$ cat config.mk
export PLATFORM = sky130hd
export DESIGN_NAME = div_arbiter_flat
export DESIGN_NICKNAME = d
export VERILOG_FILES = /design/src/rtl/div_arbiter_pkg.sv /design/src/rtl/div_arbiter_if.sv /design/src/rtl/div_arbiter_rr_picker.sv /design/src/rtl/div_arbiter.sv /design/src/flat_wrapper.sv
export SDC_FILE = /design/constraint.sdc
export NUM_CORES = 1
export LEC_CHECK = 0
export CAP_MARGIN = 15
export CORE_UTILIZATION = 43
export DETAILED_ROUTE_END_ITERATION = 10
export PLACE_DENSITY = 0.87
export SYNTH_ARGS = -nofsm -noshare
export SYNTH_HDL_FRONTEND = slang
export SYNTH_SLANG_ARGS = --single-unit
$ cat constraint.sdc
create_clock -name i_clock -period 2.7 [get_ports i_clock]
set_input_delay 0.27 -clock i_clock [delete_from_list [all_inputs] [get_ports i_clock]]
set_output_delay 0.27 -clock i_clock [all_outputs]
set_load 0.005 [all_outputs]
$ cat src/rtl/div_arbiter_pkg.sv
// Shared types and helpers for the divider arbiter.
// Optional feature macro: DIV_ZERO_CHECK_EN.
package div_arbiter_pkg;

  localparam int unsigned StateWidth = 2;

  typedef logic [StateWidth-1:0] state_t;

  localparam state_t StIdle  = 2'd0;
  localparam state_t StIssue = 2'd1;
  localparam state_t StWait  = 2'd2;
  localparam state_t StResp  = 2'd3;

  // Round-robin successor of the owner, wrapping at num_req.
  function automatic int unsigned rr_next(input int unsigned owner, input int unsigned num_req);
    return (owner + 32'd1 >= num_req) ? 32'd0 : owner + 32'd1;
  endfunction

endpackage

$ cat src/rtl/div_arbiter_if.sv
// Requester-side bus of the divider arbiter: request levels, operands, done/quotient/busy.
interface div_arbiter_if #(
  parameter int unsigned WIDTH   = 32,
  parameter int unsigned NUM_REQ = 2
);
  logic [NUM_REQ-1:0]       req;
  logic [NUM_REQ*WIDTH-1:0] dividend_in;
  logic [NUM_REQ*WIDTH-1:0] divider_in;
  logic [NUM_REQ-1:0]       done;
  logic [WIDTH-1:0]         quotient_out;
  logic                     busy;

  modport master (
    output req, dividend_in, divider_in,
    input  done, quotient_out, busy
  );

  modport slave (
    input  req, dividend_in, divider_in,
    output done, quotient_out, busy
  );
endinterface

$ cat src/rtl/div_arbiter_rr_picker.sv
// Combinational round-robin picker: first set request scanning upward from the pointer, wrapping.
module rr_picker #(
  parameter int unsigned NUM_REQ     = 2,
  parameter int unsigned OWNER_WIDTH = 1
) (
  input  logic [NUM_REQ-1:0]     i_req,
  input  logic [OWNER_WIDTH-1:0] i_ptr,
  output logic [OWNER_WIDTH-1:0] o_grant,
  output logic                   o_valid
);

  logic [OWNER_WIDTH-1:0] w_idx;

  always_comb begin
    o_grant = '0;
    o_valid = 1'b0;
    w_idx   = '0;
    for (int unsigned k = 0; k < NUM_REQ; k++) begin
      w_idx = OWNER_WIDTH'((32'(i_ptr) + k) % NUM_REQ);
      if (!o_valid && i_req[w_idx]) begin
        o_valid = 1'b1;
        o_grant = w_idx;
      end
    end
  end

endmodule

$ cat src/rtl/div_arbiter.sv
// Shares one multi-cycle divider between NUM_REQ requesters with round-robin arbitration.
// Optional feature macro: DIV_ZERO_CHECK_EN (short-circuits zero divisors with an error flag).
module div_arbiter
  import div_arbiter_pkg::*;
#(
  parameter int unsigned WIDTH       = 32,
  parameter int unsigned NUM_REQ     = 2,
  parameter int unsigned OWNER_WIDTH = 1
) (
  input  logic             i_clock,
  input  logic             i_reset,
  div_arbiter_if.slave     bus,
  output logic [WIDTH-1:0] o_div_dividend,
  output logic [WIDTH-1:0] o_div_divider,
  output logic             o_div_start,
  input  logic [WIDTH-1:0] i_div_quotient,
  input  logic             i_div_ready
`ifdef DIV_ZERO_CHECK_EN
  ,
  output logic             o_div_zero_err
`endif
);

  state_t                 r_state;
  logic [OWNER_WIDTH-1:0] r_ptr;
  logic [OWNER_WIDTH-1:0] r_owner;
  logic [WIDTH-1:0]       r_dividend;
  logic [WIDTH-1:0]       r_divider;
  logic [WIDTH-1:0]       r_quotient;
  logic                   r_wait_first;
`ifdef DIV_ZERO_CHECK_EN
  logic                   r_zero;
`endif

  logic [OWNER_WIDTH-1:0] w_grant;
  logic                   w_valid;
  logic [WIDTH-1:0]       w_sel_dividend;
  logic [WIDTH-1:0]       w_sel_divider;
  logic [NUM_REQ-1:0]     w_done;

  rr_picker #(
    .NUM_REQ    (NUM_REQ),
    .OWNER_WIDTH(OWNER_WIDTH)
  ) u_picker (
    .i_req  (bus.req),
    .i_ptr  (r_ptr),
    .o_grant(w_grant),
    .o_valid(w_valid)
  );

  assign w_sel_dividend = bus.dividend_in[32'(w_grant) * WIDTH +: WIDTH];
  assign w_sel_divider  = bus.divider_in[32'(w_grant) * WIDTH +: WIDTH];

  always_ff @(posedge i_clock) begin
    if (i_reset) begin
      r_state      <= StIdle;
      r_ptr        <= '0;
      r_owner      <= '0;
      r_dividend   <= '0;
      r_divider    <= '0;
      r_quotient   <= '0;
      r_wait_first <= 1'b0;
`ifdef DIV_ZERO_CHECK_EN
      r_zero       <= 1'b0;
`endif
    end else begin
      case (r_state)
        StIdle: begin
          if (w_valid) begin
            r_owner    <= w_grant;
            r_dividend <= w_sel_dividend;
            r_divider  <= w_sel_divider;
`ifdef DIV_ZERO_CHECK_EN
            if (w_sel_divider == '0) begin
              r_quotient <= '1;
              r_zero     <= 1'b1;
              r_state    <= StResp;
            end else begin
              r_zero     <= 1'b0;
              r_state    <= StIssue;
            end
`else
            r_state    <= StIssue;
`endif
          end
        end
        StIssue: begin
          r_wait_first <= 1'b1;
          r_state      <= StWait;
        end
        StWait: begin
          // Ready may still be stale from the previous op during the first WAIT cycle.
          r_wait_first <= 1'b0;
          if (!r_wait_first && i_div_ready) begin
            r_quotient <= i_div_quotient;
            r_state    <= StResp;
          end
        end
        StResp: begin
          r_ptr   <= OWNER_WIDTH'(rr_next(32'(r_owner), NUM_REQ));
          r_state <= StIdle;
        end
        default: r_state <= StIdle;
      endcase
    end
  end

  always_comb begin
    w_done = '0;
    if (r_state == StResp) begin
      w_done[r_owner] = 1'b1;
    end
  end

  assign bus.done         = w_done;
  assign bus.quotient_out = r_quotient;
  assign bus.busy         = (r_state != StIdle);
  assign o_div_dividend   = r_dividend;
  assign o_div_divider    = r_divider;
  assign o_div_start      = (r_state == StIssue);
`ifdef DIV_ZERO_CHECK_EN
  assign o_div_zero_err   = r_zero && (r_state == StResp);
`endif

endmodule
$ cat src/flat_wrapper.sv
// flat-port wrapper written by rule: the top's interface ports become plain ports
module div_arbiter_flat import div_arbiter_pkg::*;
#(
  parameter int unsigned WIDTH       = 32,
  parameter int unsigned NUM_REQ     = 2,
  parameter int unsigned OWNER_WIDTH = 1
)
  (i_clock, i_reset, o_div_dividend, o_div_divider, o_div_start, i_div_quotient, i_div_ready, bus_req, bus_dividend_in, bus_divider_in, bus_done, bus_quotient_out, bus_busy);
  div_arbiter_if #(.WIDTH(WIDTH), .NUM_REQ(NUM_REQ)) bus_i ();
  input  logic i_clock;
  input  logic i_reset;
  output logic [WIDTH-1:0] o_div_dividend;
  output logic [WIDTH-1:0] o_div_divider;
  output logic o_div_start;
  input  logic [WIDTH-1:0] i_div_quotient;
  input  logic i_div_ready;
  input wire logic [$bits(bus_i.req)-1:0] bus_req;
  input wire logic [$bits(bus_i.dividend_in)-1:0] bus_dividend_in;
  input wire logic [$bits(bus_i.divider_in)-1:0] bus_divider_in;
  output wire logic [$bits(bus_i.done)-1:0] bus_done;
  output wire logic [$bits(bus_i.quotient_out)-1:0] bus_quotient_out;
  output wire logic [$bits(bus_i.busy)-1:0] bus_busy;
  assign bus_i.req = bus_req;
  assign bus_i.dividend_in = bus_dividend_in;
  assign bus_i.divider_in = bus_divider_in;
  assign bus_done = bus_i.done;
  assign bus_quotient_out = bus_i.quotient_out;
  assign bus_busy = bus_i.busy;
  div_arbiter #(.WIDTH(WIDTH), .NUM_REQ(NUM_REQ), .OWNER_WIDTH(OWNER_WIDTH)) u_core (.i_clock(i_clock), .i_reset(i_reset), .bus(bus_i), .o_div_dividend(o_div_dividend), .o_div_divider(o_div_divider), .o_div_start(o_div_start), .i_div_quotient(i_div_quotient), .i_div_ready(i_div_ready));
endmodule
## Word-level counts from Yosys, hierarchy flattened

Cells that the tools add are included.

| word-level totals | value |
|---|---|
| flip-flop bits (word level) | 101 |
| input bits | 165 |
| word-level logic and storage cells | 48 |

| operators by class | value |
|---|---|
| $add $sub $neg | 2 |
| order comparisons | 5 |
| equal/unequal tests | 5 |
| shifts and indexed selects | 2 |
| muxes and demuxes | 16 |
| reduce and logical (&&, ||, !) cells | 11 |

Operators by type and width:

| cell | number |
|---|---|
| $shiftx 64x7->32 | 2 |
| $mux 1 | 10 |
| $pmux 2 s4 | 1 |
| $lt 1x2->1 const B | 3 |
| $mux 2 | 3 |
| $reduce_and 2->1 | 3 |
| $eq 2x2->1 const B | 2 |
| $reduce_bool 2->1 | 2 |
| $logic_and 1x1->1 | 3 |
| $add 1x1->2 const B | 1 |
| $eq 2x1->1 const B | 1 |
| $ge 2x2->1 const B | 1 |
| $logic_not 1->1 | 2 |
| $logic_not 2->1 | 1 |
| $ne 2x1->1 const B | 1 |
| $ne 2x2->1 const B | 1 |
| $pmux 1 s2 | 1 |
| $add 1x1->1 const B | 1 |
| $demux 1 s1 | 1 |
| $ge 1x1->1 const B | 1 |

## Longest topological paths before layout

Gate-level depths: netlist (run 1).

| depth | value |
|---|---|
| word-level depth | 8 |
| gate-level depth with buffers | 7 |
| mapped depth without buffers | 5 |

## Modules after synthesis

Synthesis (run 1) repeated with hierarchy kept, for this count alone.

| second synthesis, totals | value |
|---|---|
| cell total of the unflattened synthesis | 459 |
| area total of the unflattened synthesis | 4345.4 um^2 |

Modules (own cells, without submodules):

| module | times used | cells an instance | area each (um^2) |
|---|---|---|---|
| div_arbiter | 1 | 456 | 4327.9 |
| rr_picker | 1 | 3 | 17.5 |

## Worst setup path after synthesis (run 1)

No wires, ideal clock.

| timing | value |
|---|---|
| path type | register to register |
| from | register u_core.r_state[0] |
| to | register u_core.r_dividend[0] (netlist: u_core.o_div_dividend[0]) |
| setup time | 89 ps |
| arrival time | 1335 ps |
| required time | 2611 ps |
| slack | 1276 ps |
| stages on the path, launching flop included | 8 |
| buffers on the path | 2 |
| period minus slack after synthesis | 1424 ps |
| cell sequence | dfxtp_1 inv_1 ha_1 o21a_4 buf_6 buf_2 nor2_1 a311oi_2 |

| on the way | value |
|---|---|
| word-level cells in the longest chain between the ends | 2 |

Ends and longest elaborated chain:

| item | line | source |
|---|---|---|
| start: declaration | div_arbiter.sv:24 | `state_t r_state;` |
| start signal: assignment | div_arbiter.sv:56 | `r_state <= StIdle;` |
| start signal: assignment | div_arbiter.sv:83 | `r_state <= StIssue;` |
| start signal: assignment | div_arbiter.sv:89 | `r_state <= StWait;` |
| $logic_not 2->1 | div_arbiter.sv:67 | `case (r_state)` |
| $reduce_and 2->1 (no source line) | - |  |
| end signal: assignment | div_arbiter.sv:71 | `r_dividend <= w_sel_dividend;` |
| end: declaration | div_arbiter.sv:27 | `logic [WIDTH-1:0] r_dividend;` |

No other way between the ends.
A chain may end at the register's enable or synchronous reset.

## Final worst setup path (run 1)

| timing | value |
|---|---|
| from | register u_core.r_state[1] |
| to | output bus_done[0] |

| on the way | value |
|---|---|
| word-level cells in the longest chain between the ends | 2 |

Ends and longest elaborated chain:

| item | line | source |
|---|---|---|
| $eq 2x2->1 | div_arbiter.sv:110 | `if (r_state == StResp) begin` |
| $mux 2 | div_arbiter.sv:110 |  |
| end: declaration | flat_wrapper.sv:20 | `output wire logic [$bits(bus_i.done)-1:0] bus_done;` |

No other way between the ends.

==> results.json, run 1 <==
{
  "overflow": 0,
  "synth_area_leaders": "dfxtp_1, a311oi_2, nand3_1, o21ai_2, nor2_1",
  "drive_above_1_share": 0.1645,
  "die_y_um": 109.7,
  "rsz0062_at_grt": "no",
  "place_ws_ps": 647.4,
  "cts_buffer_depth": 2,
  "cts_tree": "built",
  "dr.pass1.iters": 6,
  "placement.io_buffers": 264,
  "synthCells": 546,
  "power_uw": 6369,
  "p_leak_uw": 0.002676,
  "yosys_warnings": 0,
  "grt_pass1_vias": 4908,
  "vias": 5056,
  "netlist.area_leader.share": 0.4055,
  "avgSynthCellArea_um2": 9.132,
  "finalHoldViolCount": 0,
  "path_clk_slew_ps": 70,
  "cap_violations": 0,
  "cts_root_buffer": "clkbuf_16",
  "dp_cells": 902,
  "crit_required_ps": 2430,
  "fin_setup_tns_ps": 0,
  "yosys-mux-area-fraction": 0.004015,
  "coreArea_mm2": 0.01108,
  "drc": 0,
  "fmax_mhz": 506.5,
  "grt_use_total": 0.2527,
  "layout_common_cells": "clkdlybuf4s50_1, dfxtp_1, nor2_1",
  "antenna_left": 0,
  "ys_ff_latch": 101,
  "synth_top_family_by_area": "compound AO/OA/AOI/OAI gates",
  "critPathMaxFanout": 5,
  "peakVddDrop_mv": 0.4424,
  "grt_max_degree": 83,
  "path_class": "flip-flop to output port",
  "drt-total-wl_mm": 15.51,
  "htree_levels": 3,
  "synth-adder-area-share": 0.01506,
  "startpoint_type": "flip-flop",
  "clock-sinks": 101,
  "synth-xor-area-share": 0,
  "synth_compound_area_frac": 0.3220,
  "status": "completed",
  "drtIter0Drc": 352,
  "cts_setup_buffers": 0,
  "worst_pin_slew_ps": 720.0,
  "grt_pass1_wl_mm": 23.59,
  "initial_core_util": 0.4501,
  "setup_viol": 0,
  "slew_headroom": 0.5200,
  "finalCriticalPeriod_ps": 1974,
  "clk_latency_ps": 340,
  "via_per_inst": 5.508,
  "skew_ps": 6.355,
  "syn-num-nets": 717,
  "finalWorstSetupSlack_ps": 725.6,
  "fin_util": 0.7101,
  "cellPowerDensity_mw_per_mm2": 809.7,
  "final_common_cell": "clkdlybuf4s50_1",
  "dieWidth_um": 109.7,
  "end_kind": "output port",
  "nets": 944,
  "finalMaxSlewViolations": 0,
  "num_antenna_cells": 0,
  "yosys.area.top_type": "dfxtp_1",
  "numCtsBuffers": 9,
  "hold_path.class": "flip-flop to flip-flop",
  "post_drt_wl_per_cell_um": 16.90,
  "post_cts_resized": 0,
  "nFillCells": 860,
  "period_share": 0.7313,
  "syn_area_mm2": 0.004986,
  "final_cells": 918,
  "arrival_ps": 1700,
  "fp.dieArea_mm2": 0.01203,
  "gp_congestion": 0.7760,
  "area_growth_pct": 57.77,
  "synthSimpleGateAreaFrac": 0.1782,
  "yosysUniqueCellTypes": 31,
  "pin_count": 265,
  "antenna_found_initial": 0,
  "seq_area_frac_synth": 0.4055,
  "dp_hpwl_mm": 10.95,
  "holdBufCountCts": 0,
  "num_rows": 38
}
flip-flops by register name (all words and copies together) (netlist names):
register / count
u_core.bus.quotient_out: 32
u_core.o_div_divider: 32
u_core.r_ptr: 1
u_core.r_wait_first: 1
u_core.r_state: 2
u_core.o_div_dividend: 32
u_core.r_owner: 1
stage by stage:
stage               instance area [um^2]  hold slack (ps)
floorplan                           4986            406.0
global placement                    7567            440.8
detailed placement                  7567            445.9
CTS                                 7866            455.6
global route                        7866            485.0
finish                              7866            455.1
final cells by class:
cell class,count,area (um^2),area share
Multi-Input combinational cell,381,2592,0.3296
Clock inverter,7,73.82,0.009384
Inverter,4,15.01,0.001909
Clock buffer,9,225.2,0.02863
Timing Repair Buffer,276,2763,0.3512
Tap cell,140,175.2,0.02227
Sequential cell,101,2022,0.2570
Yosys cell counts, drive strengths merged:
cell    count
dfxtp     101
nor2       68
o21ai      65
a311oi     64
nand2      64
nand3      64
buf        46
a21oi      32
clkbuf     14
ha          6
nand2b      5
inv         4
mux2i       2
a211oi      1
a22oi       1
a32oi       1
and2        1
and2b       1
and3b       1
nand3b      1
nor2b       1
nor3        1
o21a        1
o21bai      1
kinds of logic after synthesis:
kind of cell / count (synthesis)
simple gates: 207
fa+ha+maj: 6
buf+inv: 64
mux: 2
compound gates: 166
flops: 101
path summary, 6_finish.rpt:
kind,from,to,slack [ps],depth (start not counted)
worst max-delay path,u_core.r_state[1]$_SDFFE_PP0P_,bus_done[0],730,3
worst min-delay path,u_core.bus.quotient_out[21]$_SDFFE_PP0P_,u_core.bus.quotient_out[21]$_SDFFE_PP0P_,460,2
worst min register to register,u_core.bus.quotient_out[21]$_SDFFE_PP0P_,u_core.bus.quotient_out[21]$_SDFFE_PP0P_,460,2
worst max register to register,u_core.r_state[0]$_SDFFE_PP0P_,u_core.o_div_dividend[26]$_SDFFE_PP0P_,820,6
worst max-delay path, cell delays in order, from the launching register on:
cell and delay [ps]:
dfxtp_1 400, ha_1 230, nor2b_1 180, clkdlybuf4s50_1 560
metal layers:
layer	vias up	share of wire	wire [um]	global-route usage
li1	2427	-	-	-
met1	2370	0.38	5965	0.2824
met2	222	0.50	7734	0.4425
met3	37	0.084	1298	0.06580
met4	0	0.033	512	0.1276
met5	-	0	0	0
power breakdown:
group	switching (uW)	total [uW]	internal, uW
clock network	581	1310	724
registers	224	2120	1900
logic	1420	2940	1520
Power figures use the tool's default switching activity.
==> run 2: changes to the inputs <==
- CORE_UTILIZATION: 43 -> 40
- PLACE_DENSITY: 0.87 -> 0.82
- clock period: 2.7 -> 1.9 ns (I/O delays scaled with it)
==> run 2 against run 1 <==
Net effect:
- first-iteration DRC count decreased by 25%
- total power rose by 43%
- sequential share of layout area shrank 0.43 points
- final area increased by 1.8%
- worst setup slack lost 640 ps
- global-route usage decreased by 2.0 points
- worst hold slack got worse by 160 ps
- critical path type unchanged
- highest routed layer unchanged
==> results.json, run 2 (synthesis gave the netlist of run 1 again) <==
{
  "slew_headroom": 0.6778,
  "period_share": 0.9539,
  "coreArea_mm2": 0.01206,
  "nets": 948,
  "fp.dieArea_mm2": 0.01292,
  "status": "completed",
  "initial_core_util": 0.4134,
  "numCtsBuffers": 9,
  "via_per_inst": 5.278,
  "place_ws_ps": 165.0,
  "crit_required_ps": 1710,
  "holdBufCountCts": 0,
  "die_y_um": 113.6,
  "path_clk_slew_ps": 70,
  "arrival_ps": 1620,
  "overflow": 0,
  "placement.io_buffers": 264,
  "peakVddDrop_mv": 0.5390,
  "htree_levels": 3,
  "finalMaxSlewViolations": 0,
  "fin_setup_tns_ps": 0,
  "cap_violations": 0,
  "p_leak_uw": 0.002746,
  "fin_util": 0.6640,
  "drt-total-wl_mm": 15.46,
  "startpoint_type": "flip-flop",
  "cts_buffer_depth": 2,
  "finalWorstSetupSlack_ps": 87.67,
  "finalCriticalPeriod_ps": 1812,
  "critPathMaxFanout": 5,
  "clk_latency_ps": 340,
  "post_drt_wl_per_cell_um": 16.27,
  "clkPwrFrac": 0.196,
  "drtIter0Drc": 265,
  "antenna_found_initial": 0,
  "rsz0062_at_grt": "no",
  "end_kind": "output port",
  "pwr-share-seq": 0.330,
  "cts_setup_buffers": 0,
  "nFillCells": 962,
  "grt_pass1_vias": 4954,
  "setup_viol": 0,
  "grt_use_total": 0.2324,
  "drive_above_1_share": 0.1726,
  "fmax_mhz": 551.8,
  "hold_path.class": "input port to flip-flop",
  "vias": 5014,
  "finalHoldViolCount": 0,
  "area_growth_pct": 60.63,
  "gp_congestion": 0.7509,
  "dr.pass1.iters": 6,
  "num_antenna_cells": 0,
  "cts_tree": "built",
  "grt_max_degree": 57,
  "num_rows": 40,
  "final_common_cell": "clkdlybuf4s50_1",
  "dieWidth_um": 113.6,
  "power_uw": 9134,
  "switching_share": 0.3540,
  "skew_ps": 4.778,
  "grt_pass1_wl_mm": 24.00,
  "path_class": "flip-flop to output port",
  "cellPowerDensity_mw_per_mm2": 1141,
  "combPwrFrac": 0.474,
  "dp_hpwl_mm": 11.19,
  "clock-sinks": 101,
  "antenna_left": 0,
  "pin_count": 265,
  "internal_power_uw": 5901,
  "worst_pin_slew_ps": 483.3,
  "cts_root_buffer": "clkbuf_16",
  "layout_common_cells": "clkdlybuf4s50_1, dfxtp_1, nor2_1",
  "drc": 0,
  "p_sw_uw": 3234
}
[run 2: changes by cell type in the layout (fill, tap and decap cells not counted), sizes merged]
cell / before / now
clkinv: 3 / 2
clkdlybuf4s50: 262 / 260
dlymetal6s2s: 0 / 2
buf: 14 / 18
bufinv: 1 / 0
inv: 6 / 8
[run 2: power by group through the flow]
stage          Combinational (uW)  Clock [uW]  Sequential (uW)
2_1_floorplan                2420           0             3060
3_3_place_gp                 4220           0             3020
3_5_place_dp                 4330           0             3050
4_1_cts                      4360        1840             3010
5_1_grt                      4690        1930             3090
6_report                     4330        1790             3010
[run 2: final timing paths]
check,from,to,slack [ps],depth (start not counted)
worst min register to register,u_core.bus.quotient_out[14]$_SDFFE_PP0P_,u_core.bus.quotient_out[14]$_SDFFE_PP0P_,460,2
worst max-delay path,u_core.r_state[1]$_SDFFE_PP0P_,bus_done[1],90,3
worst max register to register,u_core.r_state[0]$_SDFFE_PP0P_,u_core.o_div_dividend[16]$_SDFFE_PP0P_,250,6
worst min-delay path,i_reset,u_core.r_owner$_SDFFE_PP0P_,300,2
[run 2: layout make-up]
cell class                      count  area, um^2  area share
Timing Repair Buffer              280        2873      0.3587
Multi-Input combinational cell    381        2595      0.3240
Sequential cell                   101        2024      0.2528
Clock buffer                        9       225.2     0.02812
Tap cell                          168       210.2     0.02625
Clock inverter                      7       66.31    0.008280
Inverter                            4       15.01    0.001875
[run 2: stage by stage]
stage                     instance area [um^2]  hold slack, ps  instances
after floorplan                           4986           326.0        546
after global placement                    7707           441.7        934
after detailed placement                  7707           449.6        934
after CTS                                 8003           289.2        950
after global routing                      8009           336.5        950
final                                     8009           296.3        950
[run 2: worst max-delay path: stages (launching register included)]
cell             delay [ps]
dfxtp_2                 380
ha_1                    200
and2_1                  150
clkdlybuf4s50_1         550
[run 2: routing by layer]
metal	vias up	wire length, um	GRT usage
met3	25	1062	0.05526
met5	-	0	0
met1	2355	6156	0.2578
met2	202	7869	0.4236
met4	0	371	0.09737
li1	2432	-	-
[run 2: timing repair]
action | 4_1_cts | 5_1_grt
pin swaps | 0 | 0
gates resized for setup | 2 | 3
endpoints found under the setup margin | 3 | 3
==> run 3: changes to the inputs <==
- CTS_CLUSTER_DIAMETER: default -> 200
==> results of run 3 <==
No change in the layout: final DEF, timing and power equal those of run 2.
